**config.mk**
```make
export PLATFORM = sky130hd
export DESIGN_NAME = boot_loader
export DESIGN_NICKNAME = d
export VERILOG_FILES = /design/src/rtl/boot_loader_pkg.sv /design/src/rtl/boot_word_pack.sv /design/src/rtl/boot_loader.sv
export SDC_FILE = /design/constraint.sdc
export NUM_CORES = 1
export LEC_CHECK = 0
export CAP_MARGIN = 30
export CORE_UTILIZATION = 58
export CTS_CLUSTER_DIAMETER = 60
export DETAILED_ROUTE_END_ITERATION = 8
export PLACE_DENSITY = 0.92
export SKIP_CTS_REPAIR_TIMING = 1
export SYNTH_ARGS = -nofsm -noshare
export SYNTH_HDL_FRONTEND = slang
export SYNTH_SLANG_ARGS = --single-unit
```
**constraint.sdc**
```tcl
create_clock -name clk -period 3.6 [get_ports clk]
set_input_delay 0.72 -clock clk [delete_from_list [all_inputs] [get_ports clk]]
set_output_delay 0.72 -clock clk [all_outputs]
set_load 0.01 [all_outputs]
```
**src/rtl/boot_loader_pkg.sv**
```systemverilog
// Shared command codes, FSM state encoding and load-target helpers for the
// byte-stream program loader.
package boot_loader_pkg;

    localparam logic [7:0] CMD_IMEM = 8'h01;
    localparam logic [7:0] CMD_DMEM = 8'h02;
    localparam logic [7:0] CMD_RF   = 8'h03;
    localparam logic [7:0] CMD_RUN  = 8'hFF;

    typedef enum logic [2:0] {
        IDLE = 3'd0,
        HDR  = 3'd1,
        DATA = 3'd2,
        CSUM = 3'd3,
        RUN  = 3'd4
    } state_t;

    typedef enum logic [1:0] {
        TGT_IMEM = 2'd0,
        TGT_DMEM = 2'd1,
        TGT_RF   = 2'd2
    } tgt_t;

    // True for the three commands that carry a header and payload.
    function automatic logic is_load_cmd(input logic [7:0] cmd);
        return (cmd == CMD_IMEM) || (cmd == CMD_DMEM) || (cmd == CMD_RF);
    endfunction

    // Map a load command onto its write target.
    function automatic tgt_t cmd_to_tgt(input logic [7:0] cmd);
        case (cmd)
            CMD_DMEM: return TGT_DMEM;
            CMD_RF:   return TGT_RF;
            default:  return TGT_IMEM;
        endcase
    endfunction

endpackage

```
**src/rtl/boot_word_pack.sv**
```systemverilog
// Little-endian 4-byte word assembler with running XOR checksum.
// word_valid pulses for one cycle after the 4th byte of a word is taken;
// word holds the assembled value during that cycle.
module boot_word_pack (
    input  logic        clk,
    input  logic        rst,
    input  logic        clr,
    input  logic        byte_en,
    input  logic [7:0]  byte_in,
    output logic        lane_last,
    output logic        word_valid,
    output logic [31:0] word,
    output logic [7:0]  csum
);

    logic [1:0]  lane;
    logic [31:0] shreg;

    // Shift bytes in from the top so the first byte lands in bits [7:0].
    always_ff @(posedge clk) begin
        if (!rst) begin
            lane       <= 2'd0;
            shreg      <= 32'd0;
            csum       <= 8'd0;
            word_valid <= 1'b0;
        end else begin
            word_valid <= byte_en && !clr && (lane == 2'd3);
            if (clr) begin
                lane <= 2'd0;
                csum <= 8'd0;
            end else if (byte_en) begin
                lane  <= lane + 2'd1;
                shreg <= {byte_in, shreg[31:8]};
                csum  <= csum ^ byte_in;
            end
        end
    end

    assign lane_last = (lane == 2'd3);
    assign word      = shreg;

endmodule

```
**src/rtl/boot_loader.sv**
```systemverilog
// Framed byte-stream loader: parses load commands, writes assembled words to
// instruction memory, data memory or the register file, and holds the core
// in reset until a release command is accepted.
module boot_loader
    import boot_loader_pkg::*;
#(
    parameter int IMEM_AW = 10,
    parameter int DMEM_AW = 10,
    parameter int RF_AW   = 5
) (
    input  logic        clk,
    input  logic        rst,
    input  logic [7:0]  in_data,
    input  logic        in_valid,
    output logic        in_ready,
    output logic        imem_we,
    output logic        dmem_we,
    output logic        rf_we,
    output logic [15:0] wr_addr,
    output logic [31:0] wr_data,
    output logic        core_rst,
    output logic        load_done,
    output logic        err
);

    localparam logic [15:0] IMEM_MASK = 16'((32'd1 << IMEM_AW) - 32'd1);
    localparam logic [15:0] DMEM_MASK = 16'((32'd1 << DMEM_AW) - 32'd1);
    localparam logic [15:0] RF_MASK   = 16'((32'd1 << RF_AW) - 32'd1);

    // Truncate an address to the width of the selected target so it wraps.
    function automatic logic [15:0] wrap_addr(input logic [15:0] a, input tgt_t t);
        case (t)
            TGT_DMEM: return a & DMEM_MASK;
            TGT_RF:   return a & RF_MASK;
            default:  return a & IMEM_MASK;
        endcase
    endfunction

    state_t      state, state_nxt;
    tgt_t        tgt;
    logic [1:0]  hdr_idx;
    logic [7:0]  adr_lo;
    logic [15:0] cnt_rem;
    logic [15:0] addr;
    logic        rdy_q;
    logic        err_q;
    logic        done_q;
    logic        accept;
    logic        lane_last;
    logic        word_valid;
    logic [31:0] word;
    logic [7:0]  csum;

    assign accept = in_valid && in_ready;

    boot_word_pack u_pack (
        .clk        (clk),
        .rst        (rst),
        .clr        (accept && (state == IDLE)),
        .byte_en    (accept && (state == DATA)),
        .byte_in    (in_data),
        .lane_last  (lane_last),
        .word_valid (word_valid),
        .word       (word),
        .csum       (csum)
    );

    // State register.
    always_ff @(posedge clk) begin
        if (!rst) state <= IDLE;
        else      state <= state_nxt;
    end

    // Next-state decode; every transition is gated on an accepted byte.
    always_comb begin
        state_nxt = state;
        case (state)
            IDLE: begin
                if (accept) begin
                    if (is_load_cmd(in_data))                  state_nxt = HDR;
                    else if ((in_data == CMD_RUN) && !err_q)   state_nxt = RUN;
                end
            end
            HDR: begin
                if (accept && (hdr_idx == 2'd3))
                    state_nxt = (cnt_rem == 16'd0) ? CSUM : DATA;
            end
            DATA: begin
                if (accept && lane_last && (cnt_rem == 16'd1)) state_nxt = CSUM;
            end
            CSUM: begin
                if (accept) state_nxt = IDLE;
            end
            RUN:     state_nxt = RUN;
            default: state_nxt = IDLE;
        endcase
    end

    // Outputs: strobes follow the packer's word_valid; x0 writes are dropped.
    always_comb begin
        in_ready = rdy_q && (state != RUN);
        core_rst = (state != RUN);
        imem_we  = word_valid && (tgt == TGT_IMEM);
        dmem_we  = word_valid && (tgt == TGT_DMEM);
        rf_we    = word_valid && (tgt == TGT_RF) && (addr != 16'd0);
        wr_addr  = addr;
        wr_data  = word;
    end

    // Header capture, address/word counters, sticky error and done pulse.
    always_ff @(posedge clk) begin
        if (!rst) begin
            rdy_q   <= 1'b0;
            err_q   <= 1'b0;
            done_q  <= 1'b0;
            tgt     <= TGT_IMEM;
            hdr_idx <= 2'd0;
            adr_lo  <= 8'd0;
            cnt_rem <= 16'd0;
            addr    <= 16'd0;
        end else begin
            rdy_q  <= 1'b1;
            done_q <= 1'b0;
            // Address advances in the write cycle, after it has been presented.
            if (word_valid) addr <= wrap_addr(addr + 16'd1, tgt);
            if (accept) begin
                case (state)
                    IDLE: begin
                        if (is_load_cmd(in_data)) begin
                            tgt     <= cmd_to_tgt(in_data);
                            hdr_idx <= 2'd0;
                        end else if (!((in_data == CMD_RUN) && !err_q)) begin
                            err_q <= 1'b1;
                        end
                    end
                    HDR: begin
                        hdr_idx <= hdr_idx + 2'd1;
                        case (hdr_idx)
                            2'd0:    cnt_rem[7:0]  <= in_data;
                            2'd1:    cnt_rem[15:8] <= in_data;
                            2'd2:    adr_lo        <= in_data;
                            default: addr          <= wrap_addr({in_data, adr_lo}, tgt);
                        endcase
                    end
                    DATA: begin
                        if (lane_last) cnt_rem <= cnt_rem - 16'd1;
                    end
                    CSUM: begin
                        if (in_data == csum) done_q <= 1'b1;
                        else                 err_q  <= 1'b1;
                    end
                    default: ;
                endcase
            end
        end
    end

    assign load_done = done_q;
    assign err       = err_q;

endmodule
```
# After elaboration in Yosys (flattened, before gate mapping)
# Index checks and enable logic that the tools add are counted.
dict set report totals {
  reg_bits 93
  input_bits 11
  out_inout_bits 55
  elab_cells 114
}
dict set report classes {
  addsub 4
  n_eq_ne 29
  mux 27
  n_bitwise 3
  reduce_logical 37
}
# cell n
set ops {}
lappend ops {{two-way mux 16 bit} 5}
lappend ops {{one-hot mux 16 bit (2 select lines)} 1}
lappend ops {{two-way mux 10 bit} 2}
lappend ops {{two-way mux 3 bit} 6}
lappend ops {{inequality test 2 bit (second input constant)} 9}
lappend ops {{== test 16 x 1 -> 1 bit (second input constant)} 1}
lappend ops {{== test 8 x 2 -> 1 bit (second input constant)} 2}
lappend ops {{zero test 16 bit} 1}
lappend ops {{two-way mux 8 bit} 2}
lappend ops {{nonzero test 16 bit} 1}
lappend ops {{subtractor 16 x 1 -> 16 bit (second input constant)} 1}
lappend ops {{one-hot mux 3 bit (5 select lines)} 1}
lappend ops {{logical AND 1 bit} 14}
lappend ops {{AND reduction 3 bit} 4}
lappend ops {{adder 10 x 1 -> 10 bit (second input constant)} 1}
lappend ops {{AND reduction 5 bit} 2}
lappend ops {{== test 2 bit (second input constant)} 4}
lappend ops {{== test 8 x 1 -> 1 bit (second input constant)} 1}
lappend ops {{== test 8 bit} 1}
lappend ops {{== test 8 bit (second input constant)} 1}
lappend ops {{one-hot mux 2 bit (2 select lines)} 2}
lappend ops {{AND reduction 4 bit} 2}
lappend ops {{bitwise XOR 8 bit} 1}
lappend ops {{== test 3 x 2 -> 1 bit (second input constant)} 2}
lappend ops {{19 further kinds} 33}

# Logic depth before layout (Yosys ltp)
dict set report logic_depth {
  word_depth 7
  mapped_depth 8
  mapped_depth_nobuf 7
}

# Cells and area by module
# From an unflattened synthesis, not the netlist that was laid out.
dict set report unflattened {
  hier_cells 546
  area_unflattened_um2 4639.4
}
# module n_inst cells_per_inst area_per_inst_um2 seq_area_each_um2
set by_module_without_submodules {}
lappend by_module_without_submodules {boot_loader 1 362 3025.4 1001.0}
lappend by_module_without_submodules {boot_word_pack 1 184 1614.0 860.8}

# Worst setup path after synthesis
# No wires, ideal clock.
dict set report synth_path {
  path_type {input port to flip-flop}
  start {in in_data[6]}
  end {reg state[0]}
  setup_ns 0.103
  t_arrival_ns 2.224
  t_required_ns 3.497
  setup_slack_ns 1.273
  cell_stages 6
  path_buffers 1
  cell_sequence {buf_2 > nand4_1 > or4b_2 > a31oi_1 > a21oi_2 > a2111oi_2}
}
dict set report synth_via {
  elab_chain_len 6
  word_cells_on_any_way 12
  cone_classes {5 x eq/ne; 3 x mux; 4 x reduce/logical}
}
# element line_no
set synth_rtl {}
lappend synth_rtl {{start, declared} boot_loader.sv:13} ;# input logic [7:0] in_data,
lappend synth_rtl {{== test 8 x 1 -> 1 bit / == test 8 x 2 -> 1 bit (equally long branches)} boot_loader_pkg.sv:26} ;# return (cmd == CMD_IMEM) || (cmd == CMD_DMEM) || (cmd == CMD_RF);
lappend synth_rtl {{logical OR 1 bit (2 in series)} boot_loader_pkg.sv:26}
lappend synth_rtl {{two-way mux 3 bit} boot_loader.sv:80} ;# if (is_load_cmd(in_data)) state_nxt = HDR;
lappend synth_rtl {{two-way mux 3 bit} boot_loader.sv:79} ;# if (accept) begin
lappend synth_rtl {{one-hot mux 3 bit (5 select lines)} boot_loader.sv:77} ;# case (state)
lappend synth_rtl {{end signal, assigned} boot_loader.sv:71} ;# else state <= state_nxt;
lappend synth_rtl {{end, declared} boot_loader.sv:39} ;# state_t state, state_nxt;
# Several ways; a longest one is shown, not always the timed one. The select of a mux whose other input is x is not followed.
# A chain may end at the register's enable or synchronous reset.

# Worst setup path after layout
dict set report layout_path {
  start {reg state[0]}
  end {out in_ready}
}
dict set report layout_via {
  elab_chain_len 2
}
# element line_no
set layout_rtl {}
lappend layout_rtl {{inequality test 3 bit} boot_loader.sv:101} ;# in_ready = rdy_q && (state != RUN);
lappend layout_rtl {{logical AND 1 bit} boot_loader.sv:101}
lappend layout_rtl {{end, declared} boot_loader.sv:15} ;# output logic in_ready,
# Every way passes these cells.

==> metrics.md <==
| Metric | Value |
|---|---|
| Vias in the first global route | 3675 |
| Worst VDD drop | around 0.00038 V |
| Residual DRC count | 0 |
| MaxCap Viol Count | 0 |
| Clock-pin transition on the worst setup and hold timing paths | 0.09 ns |
| Largest area contributor in the netlist | dfxtp_1 |
| Met1 usage | 38.4% |
| Clock sink total | 93 |
| Hold Crit Class | reg -> reg |
| Main combinational cell family by area after synthesis | simple AND/OR/NAND/NOR gates |
| Top FF cell, synth | dfxtp_1 |
| CTS tree | done |
| Gate Count Post-Synth | 541 |
| Global-route wire length before repair | roughly 18000 µm |
| Post-layout util | 73.0% |
| Leakage | 0.00185 µW |
| H-tree levels | 3 |
| Vias | 4138 |
| Run status | finished, final reports clean |
| Crit-path max cell delay | 0.71 ns |
| Post-DP HPWL | 8080 µm |
| Fin crit period | 2.89 ns |
| Hold slack final | 0.459 ns |
| Initial antenna violation count | 0 |
| WP data arrival | 2.17 ns |
| Synth unique cells | 50 |
| Root Buffer | clkbuf_8 |
| Crit path capture type | output pin |
| Total Routed Length | between 10000 and 15000 µm |
| Post-synthesis register bit count | 93 |
| Worst skew pair latency | 0.37 ns |
| Drt via density | just under 6 |
| Post-synthesis compound-gate area fraction | 18.5% |
| RSZ-0062 raised after global routing | no |
| Std-Cell Rows | 31 |
| Top post-synthesis cells by area | dfxtp_1 43%, nand2_1 8.7%, a21oi_1 7.4% |
| Worst Clk Skew | approximately 0.0087 ns |
| Slew Viols, Final | 0 |
| Largest net degree at the start of global routing | 38 |
| CTS buffer count | 9 |
| Seq/Total Area, Yosys | 43.2% |
| Critical path fanouts, max | 18 |
| Cells along the critical path | nor2_1 > nand2_1 > and2_1 > clkdlybuf4s50_1 |
| Layout Area Growth over Synthesis | 22.2% |
| Ys async rst share | 0% |
| Max_slew headroom | 44.9% |
| Most Used Layer, Global Route | met2 |
| Port bufs | 65 |
| Mux cell area share after synthesis | 0% |
| Critical path's slowest cell | dfxtp_1 |
| Share of cells above drive strength 1 | 6.50% |
| Worst-Margin Slew | roughly 0.82 ns |
| Post-Synth XOR/XNOR Area | 5.28% |
| Routed wire per std cell | ~17 µm |
| Iteration count of the initial detailed-routing pass | 5 |
| Die H | 88.2 µm |
| Mapped Nets | 563 |
| Met3 Use GR | 5.13% |
| Initial Util | about three fifths |
| Post-synth EDFFs | 0 |
| Synth warn | 0 |
| Core area | 0.00721 mm² |
| Startpoint Class | flop |
| Power Density | 359 mW/mm² |
| RD Place Congestion | 0.894 |
| Adder-cell share of the synthesized area | between 3 and 4% |
| Critical path class | reg -> out |
| Met2 Track Usage GR | 52.0% |
| Initial DRC count | ~330 |
| Hold Vio Cnt, Final | 0 |
| Cell Area, Synth | 0.00431 mm² |
| Fmax achieved | around 0.35 GHz |
| Final Setup Violations | 0 |
| Number of antenna cells inserted | 0 |
| GRT Util Overall | 30.3% |
| CTS max path bufs | 2 |
| Die area | 0.00778 mm² |
| Yosys top cell area share | a little over two fifths |
| Die Span X | 88.2 µm |
| Avg Cell Area, Syn | 7.97 µm² |
| Tcrit/Tclk final | between 80% and 90% |
| Worst path required time | 2.88 ns |
| Post-synthesis simple-gate area fraction | 25.7% |
| Nets | 618 |
| Final ANT Viol Nets | 0 |
| Overflow after GRT | 0 |
| # IOs | 66 |
| Setup tns final | 0 ns |
-- cells in the final DEF (no fill, tap or decap), types with 8 or more instances in the layout --
| master | synthesis | routed |
|---|---|---|
| clkdlybuf4s50_1 | 0 | 65 |
| buf_4 | 0 | 12 |
| and2_1 | 11 | 11 |
| clkbuf_8 | 0 | 9 |
| inv_1 | 11 | 11 |
| nand3_1 | 18 | 18 |
| nor3_1 | 9 | 9 |
| nand2_1 | 100 | 100 |
| dfxtp_1 | 93 | 93 |
| xor2_1 | 22 | 22 |
| ha_1 | 11 | 11 |
| nor2_1 | 53 | 53 |
| nor4_1 | 8 | 8 |
| a21oi_1 | 64 | 64 |
| o21ai_0 | 21 | 21 |
-- synth_stat cells (3+ instances only) --
master and count:
nor4_1 8, ha_1 11, a31oi_1 6, clkbuf_1 26, and2_1 11, o211ai_1 4
nand3b_1 6, nand2_1 100, inv_1 11, a21oi_1 64, xnor2_1 4, a211oi_1 7
nand4_1 6, nand3_1 18, buf_2 6, a22oi_1 7, nor3_1 9, nor3b_1 6
and3_1 5, o21ai_0 21, a22o_1 3, nor2_1 53, dfxtp_1 93, xor2_1 22
-- state kept, by name, indices dropped and copies added, names as in the netlist --
register and flops:
wr_addr 16, rdy_q 1, err 1, load_done 1, u_pack.lane 2, tgt 2, u_pack.word 32, u_pack.csum 8
u_pack.word_valid 1, cnt_rem 16, adr_lo 8, hdr_idx 2, state 3
-- final timing paths --
path | slack (ns) | startpoint | end | cells after the start
worst max-delay path | 0.71 | state[0] | in_ready | 4
worst min-delay path | 0.46 | u_pack.word[5] | u_pack.word[5] | 2
worst max register to register | 1.03 | state[1] | cnt_rem[9] | 4
worst min register to register | 0.46 | u_pack.word[5] | u_pack.word[5] | 2
-- through the flow --
stage	cells	cell area, µm²	power (µW)	setup WS, ns
after global routing	699	5270	1940	0.631
after CTS	699	5270	1890	0.762
after floorplan	541	4310	1100	1.27
after global placement	684	5050	1130	0.717
final	699	5270	1890	0.714
after detailed placement	684	5050	1130	0.656
-- cell families (layout without fill, tap and decap cells) --
family / count (synthesis) / after routing
fa+ha+maj: 11 / 11
xor+xnor: 26 / 26
compound gates: 129 / 129
buf+inv: 45 / 104
simple gates: 237 / 237
flops: 93 / 93
-- cell type report --
| cell class | count | area, µm² |
|---|---|---|
| clock buffers | 9 | 124 |
| clock inverters | 6 | 96.3 |
| fillers | 534 | 1940 |
| inverters | 12 | 45.0 |
| multi-input cells | 403 | 2280 |
| flip-flops and latches | 93 | 1860 |
| well taps | 99 | 124 |
| repair buffers | 77 | 741 |
-- critical path: cells and delay by family (launching register included) --
family | cells | cell delay, ns
buf+inv | 1 | 0.53
flops | 1 | 0.71
simple gates | 3 | 0.55
-- layer usage --
metal  wire, µm  share of wire, %
met5          0                 0
met3        599               5.2
met2       5930                51
met1       4790                41
met4        238               2.1
-- power breakdown --
group          switching [µW]  internal [µW]  leakage (µW)
clock                     384            396      0.000108
sequential               2.37           1030      0.000749
combinational            51.0           30.2      0.000989
(Power assumes the default switching activity.)
